===== config.mk =====
export PLATFORM = sky130hd
export DESIGN_NAME = te_dark_scaler
export DESIGN_NICKNAME = d
export VERILOG_FILES = /design/src/rtl/te_dark_scaler.sv
export SDC_FILE = /design/constraint.sdc
export NUM_CORES = 2
export LEC_CHECK = 0
export CORE_MARGIN = 5
export CORE_UTILIZATION = 50
export CTS_CLUSTER_DIAMETER = 30
export CTS_CLUSTER_SIZE = 8
export DETAILED_ROUTE_END_ITERATION = 12
export PLACE_DENSITY = 0.78
export SYNTH_ARGS = -nofsm -noshare
export SYNTH_HDL_FRONTEND = slang
export SYNTH_SLANG_ARGS = --single-unit

===== constraint.sdc =====
create_clock -name clk -period 5.2 [get_ports clk]
set_input_delay 0.52 -clock clk [delete_from_list [all_inputs] [get_ports clk]]
set_output_delay 0.52 -clock clk [all_outputs]
set_load 0.005 [all_outputs]

===== src/rtl/te_dark_scaler.sv =====
// te_dark_scaler: reciprocal divider plus 3-stage pixel pipeline producing w*min(Pc/Ac) in Q0.14.
// Ports: clk, rst_n, a_load/a_r/a_g/a_b (A capture), in_valid/in_ready/p_* (pixels), out_valid/out_t_min.
module te_dark_scaler #(
  parameter logic [13:0] OMEGA      = 14'd15565,
  parameter int          RECIP_BITS = 23
) (
  input  logic        clk,
  input  logic        rst_n,
  input  logic        a_load,
  input  logic [7:0]  a_r,
  input  logic [7:0]  a_g,
  input  logic [7:0]  a_b,
  input  logic        in_valid,
  output logic        in_ready,
  input  logic [7:0]  p_r,
  input  logic [7:0]  p_g,
  input  logic [7:0]  p_b,
  output logic        out_valid,
  output logic [13:0] out_t_min
);

  localparam int PW = 8 + RECIP_BITS;
  localparam logic [4:0] LAST = 5'(RECIP_BITS - 1);

  typedef enum logic [2:0] {
    IDLE,
    DIV_R,
    DIV_G,
    DIV_B,
    READY
  } state_t;

  state_t state;

  logic [7:0] cap_r;
  logic [7:0] cap_g;
  logic [7:0] cap_b;
  logic [4:0] cnt;
  logic [7:0] rem;
  logic [RECIP_BITS-1:0] quo;
  logic [RECIP_BITS-1:0] wrk_r;
  logic [RECIP_BITS-1:0] wrk_g;
  logic [RECIP_BITS-1:0] act_r;
  logic [RECIP_BITS-1:0] act_g;
  logic [RECIP_BITS-1:0] act_b;

  logic [7:0] dsr;
  logic       dbit;
  logic [8:0] trial;
  logic       ge;
  logic [8:0] nrem;
  logic [RECIP_BITS-1:0] qnext;

  always_comb begin
    dsr = cap_r;
    unique case (1'b1)
      (state == DIV_G): dsr = cap_g;
      (state == DIV_B): dsr = cap_b;
      default:          dsr = cap_r;
    endcase
  end

  // Dividend is 2^22: only the first step shifts in a one.
  assign dbit  = (cnt == 5'd0);
  assign trial = {rem, dbit};
  assign ge    = (trial >= {1'b0, dsr});
  assign nrem  = ge ? (trial - {1'b0, dsr}) : trial;
  assign qnext = (quo << 1) |
                 {{(RECIP_BITS-1){1'b0}}, ge};

  always_ff @(posedge clk or negedge rst_n) begin
    if (!rst_n) begin
      state    <= IDLE;
      cap_r    <= '0;
      cap_g    <= '0;
      cap_b    <= '0;
      cnt      <= '0;
      rem      <= '0;
      quo      <= '0;
      wrk_r    <= '0;
      wrk_g    <= '0;
      act_r    <= '0;
      act_g    <= '0;
      act_b    <= '0;
      in_ready <= 1'b0;
    end else if (a_load) begin
      // Zero light would divide by zero; treat it as one.
      cap_r    <= (a_r == 8'd0) ? 8'd1 : a_r;
      cap_g    <= (a_g == 8'd0) ? 8'd1 : a_g;
      cap_b    <= (a_b == 8'd0) ? 8'd1 : a_b;
      cnt      <= '0;
      rem      <= '0;
      quo      <= '0;
      in_ready <= 1'b0;
      state    <= DIV_R;
    end else begin
      unique case (state)
        DIV_R, DIV_G, DIV_B: begin
          if (cnt == LAST) begin
            cnt <= '0;
            rem <= '0;
            quo <= '0;
            unique case (state)
              DIV_R: begin
                wrk_r <= qnext;
                state <= DIV_G;
              end
              DIV_G: begin
                wrk_g <= qnext;
                state <= DIV_B;
              end
              default: begin
                // Blue's working value is the final quotient itself.
                act_r    <= wrk_r;
                act_g    <= wrk_g;
                act_b    <= qnext;
                in_ready <= 1'b1;
                state    <= READY;
              end
            endcase
          end else begin
            cnt <= cnt + 5'd1;
            rem <= 8'(nrem);
            quo <= qnext;
          end
        end
        READY:   in_ready <= 1'b1;
        default: state <= IDLE;
      endcase
    end
  end

  function automatic logic [13:0] sat14(
    input logic [PW-1:0] p
  );
    logic [PW-9:0] s;
    s = (PW-8)'(p >> 8);
    return (|s[PW-9:14]) ? 14'h3fff : s[13:0];
  endfunction

  logic [PW-1:0] pr_r;
  logic [PW-1:0] pr_g;
  logic [PW-1:0] pr_b;

  assign pr_r = {{RECIP_BITS{1'b0}}, p_r} * {8'h00, act_r};
  assign pr_g = {{RECIP_BITS{1'b0}}, p_g} * {8'h00, act_g};
  assign pr_b = {{RECIP_BITS{1'b0}}, p_b} * {8'h00, act_b};

  logic        acc;
  logic        s1_v;
  logic [13:0] s1_r;
  logic [13:0] s1_g;
  logic [13:0] s1_b;
  logic        s2_v;
  logic [13:0] s2_m;
  logic [13:0] mn;
  logic [27:0] sc;

  assign acc = in_valid && in_ready;

  always_comb begin
    mn = s1_r;
    if (s1_g < mn) mn = s1_g;
    if (s1_b < mn) mn = s1_b;
  end

  assign sc = {14'd0, s2_m} * {14'd0, OMEGA};

  always_ff @(posedge clk or negedge rst_n) begin
    if (!rst_n) begin
      s1_v      <= 1'b0;
      s1_r      <= '0;
      s1_g      <= '0;
      s1_b      <= '0;
      s2_v      <= 1'b0;
      s2_m      <= '0;
      out_valid <= 1'b0;
      out_t_min <= '0;
    end else begin
      s1_v      <= acc;
      s2_v      <= s1_v;
      out_valid <= s2_v;
      if (acc) begin
        s1_r <= sat14(pr_r);
        s1_g <= sat14(pr_g);
        s1_b <= sat14(pr_b);
      end
      if (s1_v) s2_m <= mn;
      if (s2_v) out_t_min <= 14'(sc >> 14);
    end
  end

endmodule


==> results.yml <==
status:
  outcome: "complete, but fails checks"
  violations: "negative setup slack"
power_and_ir_drop:
  p_clk_share_pct: 40.7
  p_total_mw: 8.06
  p_comb_share_pct: 32.1
  peakVddDrop_mv: 0.255
  seqPwrFrac_pct: 27.2
  p_sw_share_pct: 32.2
  leakage_nw: 20.3
  power_switching_mw: 2.60
  internal_power_mw: 5.47
  power.density_nw_per_um2: 211
die:
  fp.coreArea_um2: 61500
  start_util_pct: 50.3
  die_w_um: 259
  rows: 91
  die-area_um2: 67000
  die_h_um: 259
  ioPinCount: 68
worst_setup_path:
  reg2reg_to: "s1_r[11]"
  critical-path-max-stage-delay_ns: 0.51
  path_max_fanout: 10
  worst_setup_path_end_kind: "register"
  worstPathRequired_ns: 5.67
  worstSetupPathDepth: 24
  cp-endpoint: "s1_r[11]"
  r2r-start: "act_r[6]"
  start_kind: "primary input"
  critPathSlowestCell: "fa_1"
  worstSetupStartpoint: "p_r[7]"
  arrival_ns: 5.93
  crit_top_cell: "fa_1"
  path_cells: "clkdlybuf4s50_1 > buf_6 > buf_4 > and2_1 > fa_1 > fa_2 > fa_1 > inv_1 > fa_1 > inv_1 > ha_4 > a21oi_4 > a21boi_4 > a31oi_4 > o211ai_1 > a41o_2 > a211o_1 > buf_6 > a21oi_4 > xnor2_2 > nor4_4 > buf_4 > clkbuf_16 > a21oi_2"
  criticalPathCategory: "in2reg"
  rr_worst_depth: 21
  crit_buf_inv: 8
  r2r_slack_ns: -0.24
  cp_top_family: "adder cells"
synthesis:
  ys_types: 80
  synth_ff_type: "dfrtp_1"
  ys_seq_elements: 251
  syn_inst: 3063
  synthArstFlopShare_pct: 100
  yosysSeqAreaShare_pct: 20.3
  syn_avg_cell_area_um2: 10.1
  synthesis.area_um2: 31000
  synth_edf_count: 0
  yosysWarnings: 0
  syn-num-nets: 3844
sta:
  finalCritPeriodShare_pct: 105
  clock_skew_ns: 0.0305
  tightest_slew_ns: 1.15
  setup_viol: 47
  rsz0062_at_grt: "yes"
  hold_viol_final: 0
  holdWs_ns: 0.0367
  clock.fmax_mhz: 183
  relSlewSlack_pct: 23.5
  fin_ws_ns: -0.265
  period_minus_slack_ns: 5.46
  report.final.slew_viol_count: 0
global_routing:
  grt_pass1_wl_mm: 126
  grt_pass1_vias: 25600
  antenna_found_initial: 3
  grt_use_total_pct: 22.9
  grt-ovfl-total: 0
  grt_max_degree: 128
finish:
  fin_cells: 4319
  area_growth_pct: 23.5
  final.fill_count: 4697
  fin_nets: 4271
  drive_gt1_share_pct: 24.7
clock_network:
  h-tree-depth: 2
  worstSkewPairLatency_ns: 0.59
  cts_tree: "done"
  cts_max_path_buffers: 3
  cts_hold_buf: 0
  cts_num_sinks: 251
  cts_root_buf: "clkbuf_16"
  cts_buffers: 55
  path_clk_slew_ns: 0.04
route:
  detail-route-antenna-nets: 0
  avgViaCountPerCell: 5.40
  first_iter_violations: 1176
  wl_met1_mm: 31.5
  wl_met3_mm: 3.90
  route.vias.total: 23300
  dr.pass1.iters: 5
  detail_route.wl_per_cell_um: 17.8
  route.detailed.drc: 0
  wirelength_mm: 77.0
  wl_met2_mm: 38.5
  routed.top_layer: "met5"
placed_design:
  dp_hpwl_mm: 57.6
  place.gp.congestion: 0.923
  io_buffers: 67
  dp_cells: 4163
hold_path:
  min_path_type: "in2async"
job:
  drv_cap: 0
-- cell usage in the layout (no fill, tap or decap), types with 12 or more instances in the layout --
cell type	n
buf_4	362
buf_6	20
a21oi_1	87
a21oi_2	34
o21ai_0	47
dfrtp_2	36
xor2_1	24
buf_12	12
mux2_2	156
a21o_1	50
inv_1	489
xnor2_1	42
nor2b_1	13
fa_2	18
fa_1	429
nor3_1	15
and2_1	399
ha_1	261
nand3_1	12
nand2_1	179
a22o_1	25
mux2i_1	34
and2_4	26
dfrtp_1	215
nand2b_1	14
nand4_1	19
ha_4	19
clkbuf_16	62
clkdlybuf4s50_1	49
nor2_1	105
o22a_1	14
-- worst min path at each step --
stage	cells past startpoint	slack (ns)	from	endpoint
final	1	0.04	rst_n	act_g[1]
after CTS	1	0.11	rst_n	s2_v
after global placement	2	0.47	wrk_r[0]	wrk_r[0]
after floorplan	0	0.22	rst_n	act_b[0]
after detailed placement	2	0.48	rem[7]	rem[7]
after global routing	1	0.15	rst_n	act_g[1]
-- synthesized netlist by cell type (all sizes together), types with 4 or more instances --
cell     number  area [µm²]
o21bai       10        75.1
mux2        156        1760
mux2i        34         340
o211ai       12        95.1
nor2b        14        87.6
nor4          6        52.6
o21a          9        68.8
nor3         18        90.1
nor4b         4        35.0
or3          10        62.6
and3         12        75.1
o31ai         6        45.0
xnor2        43         377
nor2        108         405
a21oi       127         681
a21boi        8        63.8
o22a         14         123
nand2       183         687
buf           8        50.0
a21o         51         384
nand4        19         119
clkbuf       94         353
a2111oi       4        72.6
or4           4        30.0
a31oi        11        98.8
nand2b       14        87.6
ha          282        3530
fa          447        8950
o21ai        59         299
nand4b        4        35.0
inv         495        1860
dfrtp       251        6280
and2        426        2670
nand3        14        70.1
xor2         24         210
a211o         8        70.1
a211oi        9        72.6
a22o         26         228
-- registers in the layout, indices dropped and copies added (netlist names), 5 cells and up --
register   count
act_r         23
wrk_r         23
wrk_g         23
s1_r          14
act_g         23
cap_g          8
quo           22
s1_b          14
out_t_min     14
act_b         23
cnt            5
s2_m          14
rem            8
s1_g          14
cap_r          8
cap_b          8
-- routing by layer --
layer	vias up	track usage [%]
met5	-	0
met3	201	3.60
met2	649	39.9
met4	6	9.40
met1	11800	28.7
li1	10700	-
-- power by group through the flow --
stage / Combinational [mW] / Clock [mW] / Sequential (mW)
6_report: 2.59 / 3.28 / 2.20
5_1_grt: 2.96 / 3.43 / 2.21
4_1_cts: 2.52 / 3.32 / 2.19
3_5_place_dp: 2.45 / 0 / 2.22
3_3_place_gp: 2.36 / 0 / 2.22
2_1_floorplan: 1.64 / 0 / 2.21
-- kinds of logic after synthesis --
| group | Yosys count | synth area share, % |
|---|---|---|
| flops | 251 | 20.3 |
| fa+ha+maj | 729 | 40.3 |
| mux | 190 | 6.77 |
| buf+inv | 598 | 7.32 |
| xor+xnor | 67 | 1.90 |
| compound gates | 377 | 8.47 |
| simple gates | 851 | 14.9 |
-- worst reg2reg max path, stage by stage, from the launching register on --
cell and delay [ns]:
dfrtp_2 0.45, and2_1 0.20, fa_1 0.59, fa_2 0.45, fa_1 0.49, inv_1 0.05
fa_1 0.51, inv_1 0.08, ha_4 0.24, a21oi_4 0.16, a21boi_4 0.08, a31oi_4 0.22
o211ai_1 0.16, a41o_2 0.36, a211o_1 0.34, buf_6 0.13, a21oi_4 0.15, xnor2_2 0.10
nor4_4 0.18, buf_4 0.18, clkbuf_16 0.15, a21oi_2 0.05
-- cell type report --
cell class / count / area [µm²] / area share [%]
Clock buffer: 65 / 1490 / 3.88
Antenna cell: 1 / 2.50 / 0.00655
Clock inverter: 30 / 287 / 0.749
Timing Repair Buffer: 472 / 4060 / 10.6
Inverter: 496 / 1860 / 4.87
Multi-Input combinational cell: 2214 / 23200 / 60.7
Tap cell: 790 / 988 / 2.59
Sequential cell: 251 / 6330 / 16.5
-- per-stage QoR --
| step | util, % | TNS, ns | setup slack [ns] | instance area, µm² |
|---|---|---|---|---|
| after floorplan | - | -1.30 | -0.134 | 31300 |
| after global placement | 57.3 | -30.94 | -0.857 | 35200 |
| after detailed placement | 57.3 | -35.06 | -0.959 | 35200 |
| after CTS | 60.8 | -6.45 | -0.242 | 37400 |
| after global routing | 62.2 | -15.46 | -0.432 | 38200 |
| final | 62.2 | -6.66 | -0.265 | 38200 |
-- timing repair --
action,4_1_cts,5_1_grt
endpoints found under the setup margin,50,53
gates resized for setup,61,139
pin swaps,29,71
setup buffers,15,36
cloned,2,9
Power figures use the tool's default switching activity.
